--- src/rtl/seq_shift_add_multiplier.sv ---
// Iterative shift-add multiplier: WIDTH add/shift iterations on magnitudes, then one
// sign-fix cycle, giving a constant WIDTH+1 cycle accept-to-result latency.
module seq_shift_add_multiplier #(
  parameter int WIDTH     = 32,
  parameter int SIGNED_EN = 1
) (
  input  logic               clk,
  input  logic               rst,
  input  logic               in_valid,
  output logic               in_ready,
  input  logic               is_signed,
  input  logic [WIDTH-1:0]   multiplicand,
  input  logic [WIDTH-1:0]   multiplier,
  output logic               out_valid,
  input  logic               out_ready,
  output logic [2*WIDTH-1:0] product,
  output logic               busy,
  output logic [1:0]         dbg_state_o
);

  localparam int CW = $clog2(WIDTH) + 1;

  typedef enum logic [1:0] {
    IDLE = 2'd0,
    RUN  = 2'd1,
    FIX  = 2'd2,
    DONE = 2'd3
  } state_e;

  state_e               state_q, state_d;
  logic [CW-1:0]        count_q, count_d;
  logic [2*WIDTH-1:0]   p_q, p_d;
  logic [WIDTH-1:0]     mcand_q, mcand_d;
  logic                 neg_q, neg_d;

  logic                 accept;
  logic                 mode_s;
  logic [WIDTH-1:0]     a_abs, b_abs;
  logic [WIDTH:0]       sum;

  // Handshakes: a transfer happens on a rising edge where valid and ready are both
  // high. in_ready only in IDLE (and never under reset); out_valid is held in DONE
  // with product stable until out_ready is seen.
  assign accept = in_valid & in_ready;

  assign mode_s = is_signed & (SIGNED_EN != 0);
  // Magnitude of the most negative value wraps to 2^(W-1), which fits unsigned.
  assign a_abs  = (mode_s & multiplicand[WIDTH-1]) ? (~multiplicand + WIDTH'(1)) : multiplicand;
  assign b_abs  = (mode_s & multiplier[WIDTH-1])   ? (~multiplier + WIDTH'(1))   : multiplier;
  assign sum    = {1'b0, p_q[2*WIDTH-1:WIDTH]} + {1'b0, (p_q[0] ? mcand_q : {WIDTH{1'b0}})};

  // State register
  always_ff @(posedge clk or posedge rst) begin
    if (rst) begin
      state_q <= IDLE;
    end else begin
      state_q <= state_d;
    end
  end

  // Next-state logic
  always_comb begin
    state_d = state_q;
    case (state_q)
      IDLE: if (accept) state_d = RUN;
      RUN:  if (count_q == CW'(WIDTH - 1)) state_d = FIX;
      FIX:  state_d = DONE;
      DONE: if (out_ready) state_d = IDLE;
      default: state_d = IDLE;
    endcase
  end

  // Output logic
  always_comb begin
    in_ready    = (state_q == IDLE) & ~rst;
    out_valid   = (state_q == DONE);
    busy        = (state_q == RUN) | (state_q == FIX);
    product     = p_q;
    dbg_state_o = state_q;
  end

  // Datapath next-state
  always_comb begin
    p_d     = p_q;
    mcand_d = mcand_q;
    neg_d   = neg_q;
    count_d = count_q;
    case (state_q)
      IDLE: begin
        if (accept) begin
          mcand_d = a_abs;
          p_d     = {{WIDTH{1'b0}}, b_abs};
          neg_d   = mode_s & (multiplicand[WIDTH-1] ^ multiplier[WIDTH-1]);
          count_d = '0;
        end
      end
      RUN: begin
        p_d     = {sum, p_q[WIDTH-1:1]};
        count_d = count_q + CW'(1);
      end
      FIX: begin
        if (neg_q) p_d = ~p_q + (2*WIDTH)'(1);
      end
      default: ;
    endcase
  end

  always_ff @(posedge clk or posedge rst) begin
    if (rst) begin
      p_q     <= '0;
      mcand_q <= '0;
      neg_q   <= 1'b0;
      count_q <= '0;
    end else begin
      p_q     <= p_d;
      mcand_q <= mcand_d;
      neg_q   <= neg_d;
      count_q <= count_d;
    end
  end

endmodule

--- config.mk ---
export PLATFORM = sky130hd
export DESIGN_NAME = seq_shift_add_multiplier
export DESIGN_NICKNAME = d
export VERILOG_FILES = /design/src/rtl/seq_shift_add_multiplier.sv
export SDC_FILE = /design/constraint.sdc
export NUM_CORES = 1
export LEC_CHECK = 0
export ABC_AREA = 1
export BUFFER_PORTS_ARGS = -buffer_cell sky130_fd_sc_hd__buf_2
export CORE_MARGIN = 2
export CORE_UTILIZATION = 55
export CTS_CLUSTER_DIAMETER = 60
export CTS_CLUSTER_SIZE = 10
export DETAILED_ROUTE_END_ITERATION = 10
export PLACE_DENSITY = 0.79
export SLEW_MARGIN = 20
export SYNTH_ARGS = -nofsm -noshare
export SYNTH_HDL_FRONTEND = slang
export SYNTH_SLANG_ARGS = --single-unit
--- constraint.sdc ---
create_clock -name clk -period 3.3 [get_ports clk]
set_clock_uncertainty 0.15 [all_clocks]
set_input_delay 0.165 -clock clk [delete_from_list [all_inputs] [get_ports clk]]
set_output_delay 0.165 -clock clk [all_outputs]
set_load 0.05 [all_outputs]
Word-level counts from Yosys, hierarchy flattened
Index checks and enable logic that the tools add are counted.

word-level totals
  register bits after elaboration = 105
  input port bits = 69
  output and inout port bits = 69

operators by class
  bitwise gates (word level) = 11
  $add $sub $neg = 5
  eq/ne operators = 8
  muxes and demuxes = 12
  reductions and logical operators = 7

operators by type and width
  kind                                           number
  case mux 64 bit (3 select lines)               1
  2-to-1 mux 64 bit                              2
  2-to-1 mux 32 bit                              3
  adder 32 x 1 -> 32 bit, second input constant  2
  adder 64 x 1 -> 64 bit, second input constant  1
  inverter 32 bit                                2
  inverter 64 bit                                1
  adder 32 x 32 -> 33 bit                        1
  case mux 6 bit (2 select lines)                1
  case mux 2 bit (4 select lines)                1
  adder 6 x 1 -> 6 bit, second input constant    1
  == test 6 x 5 -> 1 bit, second input constant  1
  2-to-1 mux 2 bit                               3
  2-to-1 mux 6 bit                               1
  != test 2 bit, second input constant           3
  AND reduction 3 bit                            2
  AND 1 bit                                      5
  == test 2 bit, second input constant           2
  AND reduction 2 bit                            2
  nonzero test 3 bit                             1
  == test 2 x 1 -> 1 bit, second input constant  1
  zero test 2 bit                                1
  != test 2 x 1 -> 1 bit, second input constant  1
  nonzero test 2 bit                             1
  3 further kinds                                3

Longest topological paths before layout
  depth after elaboration = 5
  depth in mapped cells = 20
  mapped depth without buffers = 18

Worst setup path before layout
No wires, ideal clock.

  path kind = register to register
  start point = register p_q[0] (netlist: product[0])
  end point = register p_q[47] (netlist: product[47])
  path buffers = 2
  required time = 3.032 ns
  library setup time = 0.118 ns
  path slack = 0.356 ns
  arrival time = 2.676 ns
  cell stages (with the launch flop) = 20
  cell sequence = dfrtp_1 buf_2 clkbuf_1 nand2_1 inv_1 ha_1 inv_1 fa_1 inv_1 nand3_1 nand3_1 nand2_1 nand2_1 nand2_1 nand2_1 a21oi_1 o21ai_0 nand2_1 nand2_1 nand2_1

between the ends
  cells in the longest elaborated chain, start to end = 4
  elaborated cells between the ends (all ways) = 6

RTL lines
  item                                  line  text
  from (decl)                           32    logic [2*WIDTH-1:0] p_q, p_d;
  from (signal assigned)                115   p_q <= p_d;
  inverter 64 bit                       102   if (neg_q) p_d = ~p_q + (2*WIDTH)'(1);
  adder 64 x 1 -> 64 bit                102
  2-to-1 mux 64 bit                     102
  case mux 64 bit (3 select lines) (*)  88    case (state_q)

Every way passes the cells marked *; elsewhere a longest branch is shown, timed or not. The select of a mux whose other input is x is not followed.
A chain may end at the register's enable or synchronous reset.

Worst setup path after layout
  start point = register p_q[0] (netlist: product[0])
  end point = register p_q[51] (netlist: product[51])

The elaborated chain is that of the path after synthesis.

==> results.yml <==
clock_tree:
  cts.sinks: 105
  htreeDepth: 3
  postCtsSetupBuffers: 0
  cts_tree: "done"
  cts_buffer_depth: 2
  cts_made_buffers: 9
  clkSlewWorstSetupHoldPaths_ns: 0.09
  clock_latency_ns: 0.37
  root_buffer: "clkbuf_16"
critical_path:
  critPathSlowestCell: "fa_1"
  critPathCaptureType: "register"
  worstPathCellList: "buf_4 > nand2_1 > inv_1 > ha_1 > inv_1 > fa_1 > inv_1 > nand3_1 > nand3_1 > nand3_1 > nand3_1 > nand2_1 > nand2_1 > nand2_1 > nand3_1 > nand2_1 > nand2_1 > nand2_1"
  cpMostUsedCell: "nand2_1"
  start_kind: "register"
  cp_num_buf_inv: 4
  critical_path_required_ns: 3.41
  critical_path.max_fanout: 34
  worstSetupPathType: "reg -> reg"
  crit_arrival_ns: 2.98
  cp_slowest_stage_delay_ns: 0.38
  crit_family: "simple AND/OR/NAND/NOR gates"
yosys:
  synth-async-reset-ratio_pct: 100
  ys_warn_count: 0
  netlist_area_um2: 11100
  netlist-cell-type-count: 47
  synth_edf_count: 0
  syn_nets: 2065
  yosys_most_used_dff: "dfrtp_1"
  ys_ff_latch: 105
  synth_seq_area_share_pct: 23.7
  synth_cells: 1955
  syn_avg_cell_area_um2: 5.68
drt:
  postRouteAntennaNets: 0
  vias_per_cell: 5.72
  drtIter0Drc: 1595
  drt_wl_total_um: 42700
  drc: 0
  drtPass1Iterations: 6
  num_vias: 13605
  routedWlPerCell_um: 17.9
timing:
  rsz0062_at_grt: "false"
  slew_headroom_pct: 49.1
  slew_viol_final: 0
  holdWs_ns: -0.00489
  tightest_slew_ns: 0.763
  setup_ws_ns: 0.424
  setup_viol: 0
  hold_viol_final: 1
  fin_setup_tns_ns: 0
  fin_crit_sh_pct: 87.1
  fmax_mhz: 348
  layout_min_cycle_time_ns: 2.88
layout:
  layout.cells.non_filler: 2379
  finalNetCount: 2219
  design_area_um2: 12700
  drive_gt1_share_pct: 9.84
  layout_commonest_cell: "nand2_1"
  final_cell_mix: "nand2_1, inv_1, nor2_1"
  n_antenna_cell: 0
  syn2layout_area_growth_pct: 14.6
  utilization_pct: 64.7
run_status:
  status: "finished with violations"
  violations: "negative hold slack"
floorplan:
  die_w_um: 146
  io_pins: 138
  coreArea_um2: 19700
  die_area_um2: 21300
  die_height_um: 146
  initial_core_util_pct: 56.5
  row_count: 51
placed_design:
  place_area_um2: 12100
  portBuffers: 137
  dp_slack_ns: 0.514
  gp_congestion: 1.05
  dp_cells: 2330
  hpwl_um: 33400
power:
  power_per_cell_area_nw_per_um2: 930
  power.ir.vdd_worst_mv: 1.39
  power.total_mw: 11.8
  leakagePower_nw: 6.83
global_route:
  grt_pass1_vias: 12315
  grt_pass1_wl_um: 66300
  grt_usage_pct: 39.5
  grt_antenna_before_repair: 0
  overflow: 0
  grt_max_degree: 59
flow_run:
  maxCapViolCount: 0
worst_hold_path:
  hp-class: "in -> reg"
-- power breakdown --
group          switching [mW]  internal [mW]  total (mW)
clock network           0.600          0.550        1.15
logic                    5.81           2.17        7.99
registers               0.809           1.88        2.68
total                    7.22           4.60        11.8
-- sequential cells by signal, indices dropped and copies added (netlist names) --
name,count
product,64
mcand_q,32
count_q,6
dbg_state_o,2
neg_q,1
-- synthesized netlist by cell type (9+ instances only) --
cell      instances  share of area, %
buf_2             9              0.41
o21ai_1          18              0.81
nand4_1          33               1.9
nand3_1         194               8.7
ha_1             40               4.5
nor3_1           19              0.86
o22ai_1          11              0.62
a21oi_1          87               3.9
dfrtp_1         105                24
nand3b_1         13              0.88
xor2_1           28               2.2
nor2_1          243               8.2
or2_2            10              0.56
inv_1           291               9.8
o21ai_0         106               4.8
nand2_1         646                22
clkbuf_1         30               1.0
o211ai_1          9              0.61
-- worst register-to-register path, stage by stage, from the launching register on --
cell and delay (ns):
dfrtp_1 0.33, buf_4 0.37, nand2_1 0.11, inv_1 0.07, ha_1 0.21, inv_1 0.07, fa_1 0.38, inv_1 0.14
nand3_1 0.09, nand3_1 0.14, nand3_1 0.10, nand3_1 0.15, nand2_1 0.09, nand2_1 0.07, nand2_1 0.05, nand3_1 0.07
nand2_1 0.07, nand2_1 0.08, nand2_1 0.05
-- final cells by class --
class	count	area, um^2
Sequential cell	105	2630
Fill cell	1999	6940
Multi-Input combinational cell	1508	7160
Clock inverter	7	87.6
Timing Repair Buffer	189	1170
Tap cell	265	332
Inverter	296	1120
Clock buffer	9	225
-- cell families after synthesis --
logic type / Yosys count / share of synthesized area (%)
buffers and inverters: 342 / 11.9
adders and majority gates: 41 / 4.69
xor gates and xnor gates: 33 / 2.60
AOI/OAI and AO/OA: 252 / 12.2
DFF: 105 / 23.7
and+or+nand+nor: 1182 / 44.9
-- routing by layer --
layer  track usage, %  part of all wire, %
met1             55.7                   42
met2             58.7                   42
met3             12.9                   14
met4             9.76                  2.2
met5                0                    0
-- what timing repair did --
| action | 4_1_cts | 5_1_grt |
|---|---|---|
| endpoints found under the hold margin | 89 | 0 |
| hold buffers | 33 | 0 |
| gates resized for setup | 0 | 0 |
-- worst paths after layout --
kind	cells past startpoint	slack (ns)	endpoint	start
max in group asynchronous	4	1.89	product[40]$_DFFE_PP0P_	rst
min reg2reg	2	0.34	mcand_q[31]$_DFFE_PP0P_	mcand_q[31]$_DFFE_PP0P_
max reg2reg	18	0.42	product[51]$_DFFE_PP0P_	product[0]$_DFFE_PP0P_
min in group asynchronous	3	0.36	count_q[3]$_DFFE_PP0P_	rst
max	18	0.42	product[51]$_DFFE_PP0P_	product[0]$_DFFE_PP0P_
min	3	-0.005	mcand_q[5]$_DFFE_PP0P_	multiplicand[5]
No activity file was read; power rests on OpenSTA's default activity.
